**src/rtl/ripple_fa_if.sv**
```systemverilog
// ripple_fa_if: operand/result bundle for the registered ripple-carry adder
interface ripple_fa_if #(parameter int WIDTH = 4);
  logic [WIDTH-1:0] A;
  logic [WIDTH-1:0] B;
  logic             C_in;
  logic             in_valid;
  logic [WIDTH-1:0] SUM;
  logic             C_out;
  logic             OVF;
  logic             ZERO;
  logic             out_valid;
  modport master (output A, B, C_in, in_valid, input SUM, C_out, OVF, ZERO, out_valid);
  modport slave  (input A, B, C_in, in_valid, output SUM, C_out, OVF, ZERO, out_valid);
endinterface

```
**src/rtl/ripple_fa.sv**
```systemverilog
// ripple_fa: WIDTH-bit ripple-carry adder of full-adder cells with one-cycle registered result
module ripple_fa #(parameter int WIDTH = 4) (
  input logic       clk,
  input logic       rst_n,
  ripple_fa_if.slave bus
);
  logic [WIDTH:0]   c;
  logic [WIDTH-1:0] s;
  assign c[0] = bus.C_in;
  for (genvar i = 0; i < WIDTH; i++) begin : g_cell
    assign s[i]   = bus.A[i] ^ bus.B[i] ^ c[i];
    assign c[i+1] = (bus.A[i] & bus.B[i]) | (bus.A[i] & c[i]) | (bus.B[i] & c[i]);
  end
  // signed overflow is the disagreement between carry into and out of the MSB cell
  always_ff @(posedge clk or negedge rst_n)
    if (!rst_n) begin
      bus.SUM       <= '0;
      bus.C_out     <= 1'b0;
      bus.OVF       <= 1'b0;
      bus.ZERO      <= 1'b1;
      bus.out_valid <= 1'b0;
    end else begin
      bus.out_valid <= bus.in_valid;
      if (bus.in_valid) begin
        bus.SUM   <= s;
        bus.C_out <= c[WIDTH];
        bus.OVF   <= c[WIDTH] ^ c[WIDTH-1];
        bus.ZERO  <= ~|s;
      end
    end
endmodule

```
**src/flat_wrapper.sv**
```systemverilog
// flat-port wrapper written by rule: the top's interface ports become plain ports
module ripple_fa_flat 
#(parameter int WIDTH = 4)
  (clk, rst_n, bus_A, bus_B, bus_C_in, bus_in_valid, bus_SUM, bus_C_out, bus_OVF, bus_ZERO, bus_out_valid);
  ripple_fa_if #(.WIDTH(WIDTH)) bus_i ();
  input logic clk;
  input logic rst_n;
  input wire logic [$bits(bus_i.A)-1:0] bus_A;
  input wire logic [$bits(bus_i.B)-1:0] bus_B;
  input wire logic [$bits(bus_i.C_in)-1:0] bus_C_in;
  input wire logic [$bits(bus_i.in_valid)-1:0] bus_in_valid;
  output wire logic [$bits(bus_i.SUM)-1:0] bus_SUM;
  output wire logic [$bits(bus_i.C_out)-1:0] bus_C_out;
  output wire logic [$bits(bus_i.OVF)-1:0] bus_OVF;
  output wire logic [$bits(bus_i.ZERO)-1:0] bus_ZERO;
  output wire logic [$bits(bus_i.out_valid)-1:0] bus_out_valid;
  assign bus_i.A = bus_A;
  assign bus_i.B = bus_B;
  assign bus_i.C_in = bus_C_in;
  assign bus_i.in_valid = bus_in_valid;
  assign bus_SUM = bus_i.SUM;
  assign bus_C_out = bus_i.C_out;
  assign bus_OVF = bus_i.OVF;
  assign bus_ZERO = bus_i.ZERO;
  assign bus_out_valid = bus_i.out_valid;
  ripple_fa #(.WIDTH(WIDTH)) u_core (.clk(clk), .rst_n(rst_n), .bus(bus_i));
endmodule
```
**config.mk**
```make
export PLATFORM = sky130hd
export DESIGN_NAME = ripple_fa_flat
export DESIGN_NICKNAME = d
export VERILOG_FILES = /design/src/rtl/ripple_fa_if.sv /design/src/rtl/ripple_fa.sv /design/src/flat_wrapper.sv
export SDC_FILE = /design/constraint.sdc
export NUM_CORES = 1
export LEC_CHECK = 0
export CAP_MARGIN = 10
export CORE_AREA = 2 2 39 41
export DETAILED_ROUTE_END_ITERATION = 8
export DIE_AREA = 0 0 41 43
export PLACE_DENSITY = 0.65
export SYNTH_ARGS = -nofsm -noshare
export SYNTH_HDL_FRONTEND = slang
export SYNTH_SLANG_ARGS = --single-unit
```
**constraint.sdc**
```tcl
create_clock -name clk -period 0.9 [get_ports clk]
set_input_delay 0.18 -clock clk [delete_from_list [all_inputs] [get_ports clk]]
set_output_delay 0.18 -clock clk [all_outputs]
set_load 0.03 [all_outputs]
```
Word-level counts from Yosys, hierarchy flattened

Index checks and enable logic that the tools add are counted.

Latch bits: 0
Memories kept: 0
Bits in writable memories: 0
Bits in registers: 8
ROM bits: 0
Input port bits: 12

Muxes and demuxes: 0
Eq/ne operators: 0
Add/sub/neg operators: 0
Reductions and logical operators: 2
Multiply operators: 0
Div/mod/pow operators: 0
Magnitude comparators: 0
Shift-type cells: 0
Bitwise logic cells: 29

Operators by type and width:

| kind               | count |
|---|---|
| bitwise AND 1 bit  | 12 |
| XOR 1 bit          | 9 |
| bitwise OR 1 bit   | 8 |
| OR reduction 4 bit | 1 |
| logical NOT 1 bit  | 1 |

Logic depth before layout (Yosys ltp)

Gate-level depths: netlist of the first run.

Depth in word-level cells: 13
Gate-level depth with buffers: 7

Worst setup path before layout of the first run

Ideal clock, no wire load.

Kind: in2reg
Start: input bus_C_in
End: register u_core.bus.ZERO
Arrival: 2,266 ps
Stages on the path: 7
Slack: -1,448 ps
Data required time: 818 ps
Library setup time: 82 ps
Cells stage by stage: fa_1 -> fa_1 -> fa_1 -> inv_1 -> fa_1 -> nor4b_2 -> mux2_4

Word-level cells in the longest chain between the ends: 12

Ends and longest elaborated chain:

| element                       | RTL line           | text |
|---|---|---|
| start, declared               | flat_wrapper.sv:10 | `input wire logic [$bits(bus_i.C_in)-1:0] bus_C_in;` |
| bitwise AND 1 bit             | ripple_fa.sv:12    | `assign c[i+1] = (bus.A[i] & bus.B[i]) \| (bus.A[i] & c[i]) \| (bus.B[i] & c[i]);` |
| bitwise OR 1 bit (2 in a row) | ripple_fa.sv:12    |  |
| bitwise AND 1 bit             | ripple_fa.sv:12    |  |
| bitwise OR 1 bit (2 in a row) | ripple_fa.sv:12    |  |
| bitwise AND 1 bit             | ripple_fa.sv:12    |  |
| bitwise OR 1 bit (2 in a row) | ripple_fa.sv:12    |  |
| XOR 1 bit                     | ripple_fa.sv:11    | `assign s[i] = bus.A[i] ^ bus.B[i] ^ c[i];` |
| OR reduction 4 bit *          | ripple_fa.sv:28    | `bus.ZERO <= ~\|s;` |
| logical NOT 1 bit *           | ripple_fa.sv:28    |  |
| end signal, assigned          | ripple_fa.sv:28    |  |
| end, declared                 | ripple_fa_if.sv:13 | `modport slave (input A, B, C_in, in_valid, output SUM, C_out, OVF, ZERO, out_valid);` |

Every way passes the cells marked *; elsewhere a longest branch is shown, timed or not.
A chain may end at the register's enable or synchronous reset.

Worst setup path after layout of the first run

Start: input bus_A[0]
End: register u_core.bus.ZERO

Word-level cells in the longest chain between the ends: 12

Ends and longest elaborated chain:

| element                       | RTL line          | text |
|---|---|---|
| start, declared               | flat_wrapper.sv:8 | `input wire logic [$bits(bus_i.A)-1:0] bus_A;` |
| bitwise AND 1 bit             | ripple_fa.sv:12   |  |
| bitwise OR 1 bit (2 in a row) | ripple_fa.sv:12   |  |
| bitwise AND 1 bit             | ripple_fa.sv:12   |  |
| bitwise OR 1 bit (2 in a row) | ripple_fa.sv:12   |  |
| bitwise AND 1 bit             | ripple_fa.sv:12   |  |
| bitwise OR 1 bit (2 in a row) | ripple_fa.sv:12   |  |
| XOR 1 bit                     | ripple_fa.sv:11   |  |
| OR reduction 4 bit *          | ripple_fa.sv:28   |  |
| logical NOT 1 bit *           | ripple_fa.sv:28   |  |

Marked as above.

==> impl_metrics.toml, run 1 <==
[status]
status = "complete, but fails checks"
failed_checks = "setup timing"

[power_and_ir_drop]
p_int_w = 0.0009487
swShare_pct = 31.64
p_comb_share_pct = 44.5
p_clk_share_pct = 21.2
switching_power_w = 0.0004392
power_frac_seq_pct = 34.3
finalPower_w = 0.001388
vdd_drop_max_v = 0.0006166
p_per_area_mw_per_mm2 = 1852
leakagePower_nw = 0.3722

[hold_path]
hp-class = "in2async"

[synthesis]
ys_warn_count = 0
synth_cell_types = 9
synth_top_area_cell = "dfrtp_1"
syn_avg_cell_area_um2 = 15.94
synthTopCellsByArea = "dfrtp_1, fa_1, mux2_4"
synth_nets = 43
seq_area_frac_synth_pct = 46.80
ys_seq_elements = 8
synthCells = 27
synth_area_um2 = 430.4
netlist.area_leader.share_pct = 40.70

[setup_path]
worstPathRequired_ns = 1.08
critPathTopFamily = "adder cells"
crit_arrival_ns = 2.26
path_buf_inv = 2
critPathLaunchType = "primary input"
crit_chain = "buf_6, fa_2, fa_2, fa_2, inv_2, fa_2, nor4b_2, mux2_4"
crit_type = "in2reg"
crit_path_top_delay_cell = "fa_2"
worstSetupEndpointType = "register"
critPathMaxFanout = 2
max_stage_delay_ns = 0.43
crit_top_cell = "fa_2"

[floorplan]
die_w_um = 41
ios = 20
coreArea_mm2 = 0.001384
fp.dieArea_mm2 = 0.001763
start_util_pct = 31.10
rows = 14
fp.dieH_um = 43

[sta]
fmax_ghz = 0.4807
slew_headroom_pct = 76.70
setup_viol = 14
fin_hold_ws_ns = 0.1917
fin_ws_ns = -1.180
hold_viol = 0
fin_skew_ns = 0
drv_slew = 0
rsz0062_at_grt = "true"
min_period_over_period_pct = 231.1
period_minus_slack_ns = 2.080
tightest_slew_ns = 0.3484

[placement]
dp_hpwl_um = 672.4
io_buffers = 19
place_congestion = 0.6653

[clock_network]
h-tree-depth = 1
cts_hold_buf = 0
clock-sinks = 8
clkTransAtPathRegs_ns = 0.06
cts_root_buffer = "clkbuf_4"
cts_buffer_depth = 2
cts_tree = "done"
clock_latency_ns = 0.26
numCtsBuffers = 3

[grt]
grt_pass1_vias = 355
grt_usage_pct = 13.95
grt_first_pass_wirelength_mm = 1.462
grt_max_degree = 9
antenna_found_initial = 0
overflow = 0

[layout]
final_nets = 76
syn_to_final_growth_pct = 74.13
drive_gt1_share_pct = 61.02
diodes = 0

[route]
drt_first_pass_iters = 3
wire_per_inst_um = 11.24
ant_nets = 0
drtIter0Drc = 1
wl_um = 843
vias = 314
drc = 0
viasPerCell = 4.187

[run]
max_cap_violations = 0
==> layout by cell type (no fill, tap or decap), drive strengths merged <==
master and n:
dlygate4sd2 2, xnor2 1, buf 21, clkdlybuf4s50 5, fa 4, nor4b 1, mux2 5, dfrtp 7
dfstp 1, inv 5, clkbuf 4, dlymetal6s2s 1, mux2i 2
==> power by group through the flow <==
stage | clock (W) | combinational [W] | sequential, W
after floorplan | 0 | 0.000170 | 0.000600
after global placement | 0 | 0.000502 | 0.000469
after detailed placement | 0 | 0.000513 | 0.000474
after CTS | 0.000302 | 0.000598 | 0.000475
after global routing | 0.000321 | 0.000661 | 0.000483
final | 0.000294 | 0.000618 | 0.000476
==> cell usage after synthesis (all sizes together) <==
cell,n
mux2,5
dfstp,1
nor4b,1
inv,5
xnor2,1
buf,1
fa,4
dfrtp,7
mux2i,2
==> final timing paths <==
kind / from / endpoint / slack (ns) / depth (start not counted)
max reg2reg: u_core.bus.OVF$_DFFE_PN0P_ / u_core.bus.OVF$_DFFE_PN0P_ / -0.01 / 2
min reg2reg: u_core.bus.SUM[3]$_DFFE_PN0P_ / u_core.bus.SUM[3]$_DFFE_PN0P_ / 0.54 / 2
max in group asynchronous: rst_n / u_core.bus.ZERO$_DFFE_PN1P_ / 0.40 / 1
max: bus_A[0] / u_core.bus.ZERO$_DFFE_PN1P_ / -1.18 / 8
min in group clk: bus_in_valid / u_core.bus.out_valid$_DFF_PN0_ / 0.32 / 3
min: rst_n / u_core.bus.OVF$_DFFE_PN0P_ / 0.19 / 1
==> registers in the layout (all words and copies together) (netlist names) <==
signal	cells
u_core.bus.SUM	4
u_core.bus.C_out	1
u_core.bus.OVF	1
u_core.bus.ZERO	1
u_core.bus.out_valid	1
==> cell families (layout without fill, tap and decap cells) <==
| family | count (synthesis) | count (layout) | share of synthesized area [%] |
|---|---|---|---|
| simple gates | 1 | 1 | 3.487 |
| buf+inv | 6 | 38 | 6.977 |
| flops | 8 | 8 | 46.80 |
| xor+xnor | 1 | 1 | 2.035 |
| fa+ha+maj | 4 | 4 | 18.61 |
| mux | 7 | 7 | 22.09 |
==> timing repair <==
item,CTS,global route
hold endpoints to repair,0,0
resized for setup,23,4
setup endpoints to repair,15,15
pin swaps,4,1
buffers inserted,4,3
==> stage by stage <==
| step | setup slack (ns) | utilization, % | setup TNS [ns] | cells | cell area (µm²) |
|---|---|---|---|---|---|
| floorplan | -1.353 | - | -5.801 | 27 | 437.9 |
| global placement | -1.854 | 46.75 | -9.427 | 65 | 646.9 |
| detailed placement | -1.877 | 46.75 | -9.617 | 65 | 646.9 |
| CTS | -1.195 | 52.17 | -5.468 | 73 | 721.9 |
| global route | -1.218 | 54.16 | -5.658 | 75 | 749.5 |
| finish | -1.180 | 54.16 | -5.311 | 75 | 749.5 |
==> routing by layer <==
layer / track usage (%) / vias to the layer above / part of all wire [%] / wire (µm)
met4: 16.00 / 0 / 6.0 / 51
met3: 4.712 / 4 / 5.3 / 45
met5: 0 / - / 0 / 0
met1: 12.79 / 146 / 37 / 310
li1: - / 149 / - / -
met2: 20.63 / 15 / 52 / 435
==> final cells by class <==
cell class	count	area [µm²]
Tap cell	16	20.02
Timing Repair Buffer	29	274.0
Clock buffer	4	26.28
Inverter	5	18.77
Fill cell	128	634.4
Sequential cell	8	201.4
Multi-Input combinational cell	13	209.0
Power figures use the tool's default switching activity.
==> run 2, diff against run 1 <==
- CORE_AREA: 2 2 39 41 -> not set
- CORE_ASPECT_RATIO: not set -> 1.1
- CORE_MARGIN: not set -> 2
- CORE_UTILIZATION: not set -> 30
- CTS_CLUSTER_DIAMETER: not set -> 200
- DIE_AREA: 0 0 41 43 -> not set
- PLACE_DENSITY: 0.65 -> 0.61
==> impl_metrics.toml, run 2 (synthesis results as in run 1) <==
[status]
status = "complete, but fails checks"
failed_checks = "setup timing"

[clock_network]
cts_hold_buf = 0
clock_latency_ns = 0.24
cts_root_buffer = "clkbuf_4"
clkTransAtPathRegs_ns = 0.06
clock-sinks = 8
numCtsBuffers = 3
cts_tree = "done"
cts_buffer_depth = 2
h-tree-depth = 1

[power_and_ir_drop]
vdd_drop_max_v = 0.001000
leakagePower_nw = 0.3650
p_per_area_mw_per_mm2 = 1880

[placement]
dp_hpwl_um = 674
io_buffers = 19
dp.cells = 64
place_congestion = 0.6435
post-place-ws_ns = -1.905

[floorplan]
ios = 20
die_w_um = 40.12
coreArea_mm2 = 0.001349
fp.dieH_um = 43.73
start_util_pct = 31.91
rows = 14
fp.dieArea_mm2 = 0.001754

[route]
viasPerCell = 4.333
drt_first_pass_iters = 4
vias = 325
drtIter0Drc = 1
wire_per_inst_um = 12.44
wl_um = 933
drc = 0
ant_nets = 0

[setup_path]
critPathMaxFanout = 2
worstSetupEndpointType = "register"
endpoint = "u_core.bus.ZERO$_DFFE_PN1P_"
crit_type = "in2reg"
crit_top_cell = "fa_2"
r2r_end = "u_core.bus.SUM[2]$_DFFE_PN0P_"
startpoint = "bus_A[0]"
critPathLaunchType = "primary input"
r2r-start = "u_core.bus.SUM[2]$_DFFE_PN0P_"
reg2reg_slack_ns = -0.01
rr_worst_depth = 2
max_stage_delay_ns = 0.44
crit_chain = "buf_6, fa_2, fa_2, fa_2, inv_2, fa_2, nor4b_2, mux2_4"
crit_arrival_ns = 2.28
crit_path_top_delay_cell = "fa_2"
worstPathRequired_ns = 1.07

[grt]
antenna_found_initial = 0
overflow = 0
grt_max_degree = 9
grt_usage_pct = 13.61
grt_pass1_vias = 365
grt_first_pass_wirelength_mm = 1.538

[layout]
syn_to_final_growth_pct = 74.13
drive_gt1_share_pct = 61.02
largest_reg_flops = 4
finalNonFillerCells = 75
largest_register = "u_core.bus.SUM"
diodes = 0
final_common_cell = "buf_6"
final_nets = 76
final_cell_mix = "buf_6, buf_4, dfrtp_1"

[sta]
slew_headroom_pct = 74.66
fmax_ghz = 0.4732
fin_skew_ns = 0
min_period_over_period_pct = 234.8
tightest_slew_ns = 0.3789
fin_ws_ns = -1.213
hold_viol = 0
setup_tns_ns = -5.455
fin_hold_ws_ns = 0.2118
setup_viol = 14
rsz0062_at_grt = "true"
period_minus_slack_ns = 2.113
drv_slew = 0

[run]
max_cap_violations = 0

[hold_path]
hp-class = "in2async"
[run 2: power breakdown]
part           switching (W)  internal (W)  leakage [nW]
clock network       0.000121      0.000170        0.0150
registers          0.0000504      0.000429        0.0920
logic               0.000276      0.000363         0.258
[run 2: layout make-up]
type,instances,area (µm²)
Clock buffer,4,26.28
Fill cell,112,599.3
Inverter,5,18.77
Multi-Input combinational cell,13,209.0
Sequential cell,8,201.4
Tap cell,16,20.02
Timing Repair Buffer,29,274.0
[run 2: how the worst min path moves through the flow]
stage          cells past startpoint  slack, ns                             end
6_report                           1       0.21  u_core.bus.out_valid$_DFF_PN0_
5_1_grt                            1       0.23  u_core.bus.out_valid$_DFF_PN0_
4_1_cts                            1       0.22  u_core.bus.out_valid$_DFF_PN0_
3_5_place_dp                       1       0.48  u_core.bus.out_valid$_DFF_PN0_
3_3_place_gp                       1       0.47  u_core.bus.out_valid$_DFF_PN0_
2_1_floorplan                      0      -0.12    u_core.bus.C_out$_DFFE_PN0P_
[run 2: stage by stage]
step / utilization [%] / area [µm²] / power [W]
detailed placement: 47.40 / 639.4 / 0.0009879
global placement: 47.40 / 639.4 / 0.0009679
CTS: 53.90 / 726.9 / 0.001381
floorplan: - / 437.9 / 0.0007706
global route: 55.57 / 749.5 / 0.001495
finish: 55.57 / 749.5 / 0.001409
[run 2: metal layers]
layer / wire length, µm / global-route usage, % / up-vias
li1: - / - / 148
met1: 328 / 15.05 / 163
met2: 540 / 22.58 / 12
met3: 59 / 4.615 / 2
met4: 5 / 6.207 / 0
met5: 0 / 0 / -
[run 2: worst max-delay path, delay by kind of cell]
kind	cells	cell delay (ns)
buf+inv	2	0.16
simple gates	1	0.17
fa+ha+maj	4	1.52
mux	1	0.25
[run 2: what timing repair did]
item,in CTS,in global routing
setup buffers,5,2
cloned,0,0
pin swaps,4,0
hold endpoints to repair,0,0
resized for setup,26,2
setup endpoints to repair,15,15
